===== config.mk =====
export PLATFORM = sky130hd
export DESIGN_NAME = ray_delta_setup_flat
export DESIGN_NICKNAME = d
export VERILOG_FILES = /design/src/rtl/ray_pkg.sv /design/src/rtl/ray_delta_setup_if.sv /design/src/rtl/reciprocal.sv /design/src/rtl/ray_delta_setup.sv /design/src/flat_wrapper.sv
export SDC_FILE = /design/constraint.sdc
export NUM_CORES = 1
export LEC_CHECK = 0
export ABC_AREA = 1
export BUFFER_PORTS_ARGS = -buffer_cell sky130_fd_sc_hd__buf_4
export CORE_ASPECT_RATIO = 0.5
export CORE_UTILIZATION = 50
export DETAILED_ROUTE_END_ITERATION = 8
export PLACE_DENSITY = 0.65
export SLEW_MARGIN = 20
export SYNTH_ARGS = -nofsm -noshare
export SYNTH_HDL_FRONTEND = slang
export SYNTH_SLANG_ARGS = --single-unit

===== constraint.sdc =====
create_clock -name clk -period 116.4 [get_ports clk]
set_input_delay 5.82 -clock clk [delete_from_list [all_inputs] [get_ports clk]]
set_output_delay 5.82 -clock clk [all_outputs]
set_load 0.05 [all_outputs]

===== src/rtl/ray_pkg.sv =====
// Shared raycaster types: Q6.10 fixed point and the delta-setup FSM states.
package ray_pkg;
  localparam int DATA_W = 16;
  localparam int FRAC_W = 10;

  typedef logic signed [DATA_W-1:0] q6_10_t;

  localparam logic [DATA_W-1:0] Q_ONE = 16'h0400;
  localparam logic [DATA_W-1:0] Q_MAX = 16'h7FFF;

  typedef enum logic [1:0] {
    ST_IDLE,
    ST_CALC_X,
    ST_CALC_Y,
    ST_DONE
  } ray_state_t;
endpackage


===== src/rtl/ray_delta_setup_if.sv =====
// Ray-direction in / DDA-delta out handshake bundle for ray_delta_setup.
interface ray_delta_setup_if;
  import ray_pkg::*;

  logic                i_valid;
  logic                o_ready;
  q6_10_t              i_ray_dx;
  q6_10_t              i_ray_dy;
  logic                o_valid;
  logic                i_ready;
  logic [DATA_W-1:0]   o_delta_x;
  logic [DATA_W-1:0]   o_delta_y;
  logic                o_step_x_neg;
  logic                o_step_y_neg;
  logic                o_sat_x;
  logic                o_sat_y;

  modport slave (
    input  i_valid, i_ray_dx, i_ray_dy, i_ready,
    output o_ready, o_valid, o_delta_x, o_delta_y,
           o_step_x_neg, o_step_y_neg, o_sat_x, o_sat_y
  );

  modport master (
    output i_valid, i_ray_dx, i_ray_dy, i_ready,
    input  o_ready, o_valid, o_delta_x, o_delta_y,
           o_step_x_neg, o_step_y_neg, o_sat_x, o_sat_y
  );
endinterface


===== src/rtl/reciprocal.sv =====
// Combinational Q6.10 reciprocal: floor(2^20 / x), saturating at Q_MAX; x = 0 yields Q_MAX.
module reciprocal import ray_pkg::*; (
  input  logic [DATA_W-1:0] operand,
  output logic [DATA_W-1:0] result
);
  // 1.0 * 1.0 in Q12.20 so the quotient lands back in Q6.10
  localparam logic [20:0] NUMER = 21'h100000;

  logic [20:0] quot;

  always_comb begin
    quot = '1;
    if (operand != '0) quot = NUMER / {5'd0, operand};
    result = (quot > {5'd0, Q_MAX}) ? Q_MAX : quot[DATA_W-1:0];
  end
endmodule


===== src/rtl/ray_delta_setup.sv =====
// Per-ray DDA setup: |1/dx|, |1/dy| and step signs, sharing one reciprocal across both axes.
module ray_delta_setup import ray_pkg::*; (
  input  logic             clk,
  input  logic             reset,
  ray_delta_setup_if.slave bus
);
  ray_state_t state, state_nxt;

  q6_10_t            dx_p0, dy_p0;
  logic [DATA_W-1:0] abs_x, abs_y, recip_in, recip_out;
  logic              zero_sel;
  logic              accept;

  logic [DATA_W-1:0] delta_x_p1, delta_y_p1;
  logic              sat_x_p1, sat_y_p1;
  logic              step_x_neg_p0, step_y_neg_p0;
  logic              vld_p1;

  // Magnitude with -32768 folded onto +32767 so it always fits the positive range
  function automatic logic [DATA_W-1:0] abs_clamp(input q6_10_t v);
    logic [DATA_W-1:0] mag;
    if (v == 16'sh8000)
      mag = Q_MAX;
    else if (v[DATA_W-1])
      mag = DATA_W'(-v);
    else
      mag = DATA_W'(v);
    return mag;
  endfunction

  function automatic logic [DATA_W-1:0] sat_delta(input logic zero, input logic [DATA_W-1:0] r);
    return zero ? Q_MAX : r;
  endfunction

  function automatic logic sat_flag(input logic zero, input logic [DATA_W-1:0] r);
    return zero || (r == Q_MAX);
  endfunction

  assign bus.o_ready = (state == ST_IDLE) || ((state == ST_DONE) && bus.i_ready);
  assign accept      = bus.i_valid && bus.o_ready;

  always_ff @(posedge clk) begin
    if (reset) state <= ST_IDLE;
    else       state <= state_nxt;
  end

  always_comb begin
    state_nxt = state;
    case (state)
      ST_IDLE:   if (accept) state_nxt = ST_CALC_X;
      ST_CALC_X: state_nxt = ST_CALC_Y;
      ST_CALC_Y: state_nxt = ST_DONE;
      ST_DONE:   if (bus.i_ready) state_nxt = accept ? ST_CALC_X : ST_IDLE;
      default:   state_nxt = ST_IDLE;
    endcase
  end

  // Stage p0: operand prep and the shared reciprocal
  assign abs_x    = abs_clamp(dx_p0);
  assign abs_y    = abs_clamp(dy_p0);
  assign recip_in = (state == ST_CALC_Y) ? abs_y : abs_x;
  assign zero_sel = (recip_in == '0);

  reciprocal u_recip (
    .operand (recip_in),
    .result  (recip_out)
  );

  // Stage p1: capture and result registers
  always_ff @(posedge clk) begin
    if (reset) begin
      dx_p0         <= '0;
      dy_p0         <= '0;
      step_x_neg_p0 <= 1'b0;
      step_y_neg_p0 <= 1'b0;
      delta_x_p1    <= '0;
      delta_y_p1    <= '0;
      sat_x_p1      <= 1'b0;
      sat_y_p1      <= 1'b0;
      vld_p1        <= 1'b0;
    end else begin
      vld_p1 <= (state_nxt == ST_DONE);
      if (accept) begin
        dx_p0         <= bus.i_ray_dx;
        dy_p0         <= bus.i_ray_dy;
        step_x_neg_p0 <= bus.i_ray_dx[DATA_W-1];
        step_y_neg_p0 <= bus.i_ray_dy[DATA_W-1];
      end
      if (state == ST_CALC_X) begin
        delta_x_p1 <= sat_delta(zero_sel, recip_out);
        sat_x_p1   <= sat_flag(zero_sel, recip_out);
      end
      if (state == ST_CALC_Y) begin
        delta_y_p1 <= sat_delta(zero_sel, recip_out);
        sat_y_p1   <= sat_flag(zero_sel, recip_out);
      end
    end
  end

  assign bus.o_valid      = vld_p1;
  assign bus.o_delta_x    = delta_x_p1;
  assign bus.o_delta_y    = delta_y_p1;
  assign bus.o_step_x_neg = step_x_neg_p0;
  assign bus.o_step_y_neg = step_y_neg_p0;
  assign bus.o_sat_x      = sat_x_p1;
  assign bus.o_sat_y      = sat_y_p1;
endmodule


===== src/flat_wrapper.sv =====
// flat-port wrapper written by rule: the top's interface ports become plain ports
module ray_delta_setup_flat import ray_pkg::*;
  (clk, reset, bus_i_valid, bus_i_ray_dx, bus_i_ray_dy, bus_i_ready, bus_o_ready, bus_o_valid, bus_o_delta_x, bus_o_delta_y, bus_o_step_x_neg, bus_o_step_y_neg, bus_o_sat_x, bus_o_sat_y);
  ray_delta_setup_if bus_i ();
  input  logic clk;
  input  logic reset;
  input wire logic [$bits(bus_i.i_valid)-1:0] bus_i_valid;
  input wire logic [$bits(bus_i.i_ray_dx)-1:0] bus_i_ray_dx;
  input wire logic [$bits(bus_i.i_ray_dy)-1:0] bus_i_ray_dy;
  input wire logic [$bits(bus_i.i_ready)-1:0] bus_i_ready;
  output wire logic [$bits(bus_i.o_ready)-1:0] bus_o_ready;
  output wire logic [$bits(bus_i.o_valid)-1:0] bus_o_valid;
  output wire logic [$bits(bus_i.o_delta_x)-1:0] bus_o_delta_x;
  output wire logic [$bits(bus_i.o_delta_y)-1:0] bus_o_delta_y;
  output wire logic [$bits(bus_i.o_step_x_neg)-1:0] bus_o_step_x_neg;
  output wire logic [$bits(bus_i.o_step_y_neg)-1:0] bus_o_step_y_neg;
  output wire logic [$bits(bus_i.o_sat_x)-1:0] bus_o_sat_x;
  output wire logic [$bits(bus_i.o_sat_y)-1:0] bus_o_sat_y;
  assign bus_i.i_valid = bus_i_valid;
  assign bus_i.i_ray_dx = bus_i_ray_dx;
  assign bus_i.i_ray_dy = bus_i_ray_dy;
  assign bus_i.i_ready = bus_i_ready;
  assign bus_o_ready = bus_i.o_ready;
  assign bus_o_valid = bus_i.o_valid;
  assign bus_o_delta_x = bus_i.o_delta_x;
  assign bus_o_delta_y = bus_i.o_delta_y;
  assign bus_o_step_x_neg = bus_i.o_step_x_neg;
  assign bus_o_step_y_neg = bus_i.o_step_y_neg;
  assign bus_o_sat_x = bus_i.o_sat_x;
  assign bus_o_sat_y = bus_i.o_sat_y;
  ray_delta_setup u_core (.clk(clk), .reset(reset), .bus(bus_i));
endmodule

==> metrics.md <==
| Metric | Value |
|---|---|
| Tmin final | 43,400 ps |
| Failing checks | design-rule violations |
| Drt total wl | 47.29 mm |
| Die Height | 124.4 um |
| Per-cell routed wire length | 16.38 um |
| IO buf count | 73 |
| Worst Path Buf+Inv | 32 |
| Syn_area_per_cell | 6.104 um^2 |
| Status | finished, violations left |
| Antenna-violating nets left | 0 |
| Synthesized cell area | 14,970 um^2 |
| Seq/Total Area, Yosys | 9.225% |
| Worst Skew | 8.232 ps |
| CTS buffer count | 9 |
| Yosys Warn Count | 0 |
| Core ar. | 29,230 um^2 |
| Final setup viols | 0 |
| First-pass iteration count of the detailed router | 8 |
| Hold buffers post-CTS | 0 |
| First-pass GRT wire length | 75.06 mm |
| DR DRC count | 26 |
| Area delta synth->final | 7.939% |
| CP max-delay cell | nor2_2 |
| Hold Vio Cnt, Final | 0 |
| Initial core utilization | 51.22% |
| DRT iter0 DRCs | 1,392 |
| Die W | 246.7 um |
| Tcrit/Tclk final | 37.28% |
| ANT cells | 0 |
| Setup repair bufs after CTS | 0 |
| Total gr overflow | 0 |
| Most Used Layer, Global Route | met1 |
| Fillers | 2,999 |
| Met3 Use GR | 3.491% |
| Worst-path clk slew | 60 ps |
| Setup crit end kind | register |
| Clock Tree Buf Depth | 2 |
| Top cell type's share of synthesized area | 16.46% |
| RSZ-0062 raised after global routing | no |
| CP dominant cell by count | nand2_1 |
| H-tree lvl count | 3 |
| Std-Cell Rows | 44 |
| Maxcap violations | 0 |
| Placer Congestion | 0.9708 |
| Clock sink total | 69 |
| Final Max Slew Viols | 0 |
| Met2 usage | 44.68% |
| Total global-route track usage | 30.29% |
| Syn Nets | 2,686 |
| Initial antenna violation count | 0 |
| Cells after synthesis | 2,453 |
| Vias per cell | 5.527 |
| Max incr delay on CP | 620 ps |
| CP Data Required Time | 116,640 ps |
| Worst min path class | reg2reg |
| Max FO, Critical Path | 30 |
| Clk_lat worst skew | 340 ps |
| #FFs+latches synth | 69 |
| Largest cells by area after synthesis | ha_1 (16%), nand2_1 (14%), dfxtp_1 (9.2%) |
| Max Fclk | 23.04 MHz |
| Unique cell type count in the Yosys netlist | 72 |
| Critical Path AT | 43,640 ps |
| Number of global-route vias before repair | 14.38k |
| Share of cells above drive strength 1 | 12.22% |
| Top delay family on crit path | compound AO/OA/AOI/OAI gates |
| Slew margin rel. | 26.50% |
| Critical Path Source Type | register |
| # IOs | 74 |
| Largest net degree at the start of global routing | 64 |
| Crit Path Class | reg2reg |
| Via Count | 15.96k |
| Sum of negative setup slack | 0 ps |
| PostCTS Resize Cnt | 0 |
| DP HPWL | 37.08 mm |
| Die area | 30,680 um^2 |
| Root Driver | clkbuf_16 |
| Final #Nets | 2,724 |
| Global-route met1 utilization | 46.07% |
| Worst-Margin Slew | 1094 ps |
| Synth area leader | ha_1 |
| CTS tree | yes |
-- per-layer routing --
layer  vias up  share of wire, %  wire (um)
met2       573                40      18680
met3        76               8.3       3946
met5         -                 0          0
li1       8275                 -          -
met1      7033                50      23620
met4         0               2.2       1037
-- per-stage QoR --
stage / cells / hold WS (ps) / worst slack [ps] / util [%] / area (um^2)
3_3_place_gp: 2871 / 426.8 / 74940 / 54.18 / 15840
6_report: 2887 / 441.1 / 73000 / 55.29 / 16160
5_1_grt: 2887 / 473.9 / 67990 / 55.29 / 16160
4_1_cts: 2887 / 444.3 / 73560 / 55.29 / 16160
2_1_floorplan: 2453 / 468.7 / 79400 / - / 14970
3_5_place_dp: 2871 / 435.3 / 73680 / 54.18 / 15840
-- synthesized netlist by cell type (all sizes together) --
library cell	count
a221o	1
a211o	1
xnor2	71
a2111oi	3
nand3b	4
o41ai	3
o221ai	7
o21bai	23
o31ai	5
a311oi	2
nand3	185
dfxtp	69
o21a	1
o22ai	1
ha	197
nor2	259
and2	7
clkbuf	30
mux2i	1
a211oi	5
nor4	7
a221oi	6
nor4b	1
buf	34
a21boi	2
a21oi	217
o311ai	2
nor3	16
a41oi	2
or2	24
a31oi	14
o211ai	8
inv	279
a21o	9
nand2	615
xor2	89
o21ai	215
nand4	32
or3	1
and3	1
o2111ai	1
clkinv	3
-- logic make-up (layout without fill, tap and decap cells) --
| group | after synthesis | count (layout) | synth area share [%] |
|---|---|---|---|
| mux | 1 | 1 | 0.06685 |
| fa+ha+maj | 197 | 197 | 16.46 |
| xor+xnor | 160 | 160 | 9.359 |
| flops | 69 | 69 | 9.225 |
| simple gates | 1152 | 1152 | 35.15 |
| buf+inv | 346 | 389 | 9.326 |
| compound gates | 528 | 528 | 20.41 |
-- state kept, by name (all words and copies together), names as in the netlist, 2 cells and up --
| name | flops |
|---|---|
| u_core.bus.o_delta_x | 16 |
| u_core.bus.o_delta_y | 16 |
| u_core.dx_p0 | 15 |
| u_core.dy_p0 | 15 |
| u_core.state | 2 |
-- final timing paths --
path	startpoint	end	slack (ps)	cells after the start
setup / recovery	u_core.dy_p0[0]	u_core.bus.o_delta_y[0]	73000	255
hold / removal	u_core.bus.o_delta_x[15]	u_core.bus.o_delta_x[15]	440	2
setup reg to reg	u_core.dy_p0[0]	u_core.bus.o_delta_y[0]	73000	255
hold reg to reg	u_core.bus.o_delta_x[15]	u_core.bus.o_delta_x[15]	440	2
-- cells in the final DEF, fill, tap and decap left out, types with 4 or more instances in the layout --
master,count
nand2_1,565
dfxtp_1,69
or2_1,5
a21oi_2,6
nor2_2,25
buf_4,91
nor4_1,7
nand4_1,31
o21bai_1,22
a221oi_1,4
nor3_1,15
nand2_4,7
nor2_4,12
o221ai_1,6
or2_2,17
ha_1,197
a21o_1,9
and2_1,7
o21ai_0,166
o31ai_1,5
a31oi_1,9
clkbuf_16,9
o211ai_1,7
nand3_1,158
nand3_2,26
xnor2_1,71
o21ai_2,11
nand2_2,43
a31oi_2,5
xor2_1,89
nor2_1,221
inv_2,26
o21ai_1,38
inv_1,250
a211oi_1,5
a21oi_1,209
-- final cells by class --
| type | instances | area, um^2 | share of cell area, % |
|---|---|---|---|
| Clock buffer | 9 | 225.2 | 1.394 |
| Inverter | 282 | 1069 | 6.611 |
| Clock inverter | 7 | 98.84 | 0.6116 |
| Sequential cell | 69 | 1381 | 8.547 |
| Tap cell | 391 | 489.2 | 3.027 |
| Timing Repair Buffer | 91 | 683.2 | 4.227 |
| Multi-Input combinational cell | 2038 | 12220 | 75.58 |
-- worst min-delay path, stage by stage (launching register included) --
cell and delay [ps]:
dfxtp_1 310, nand2_1 60, nor2_1 30
Power is not shown: default switching activity piles up to over one toggle a cycle in this logic, so the estimate is an artifact.
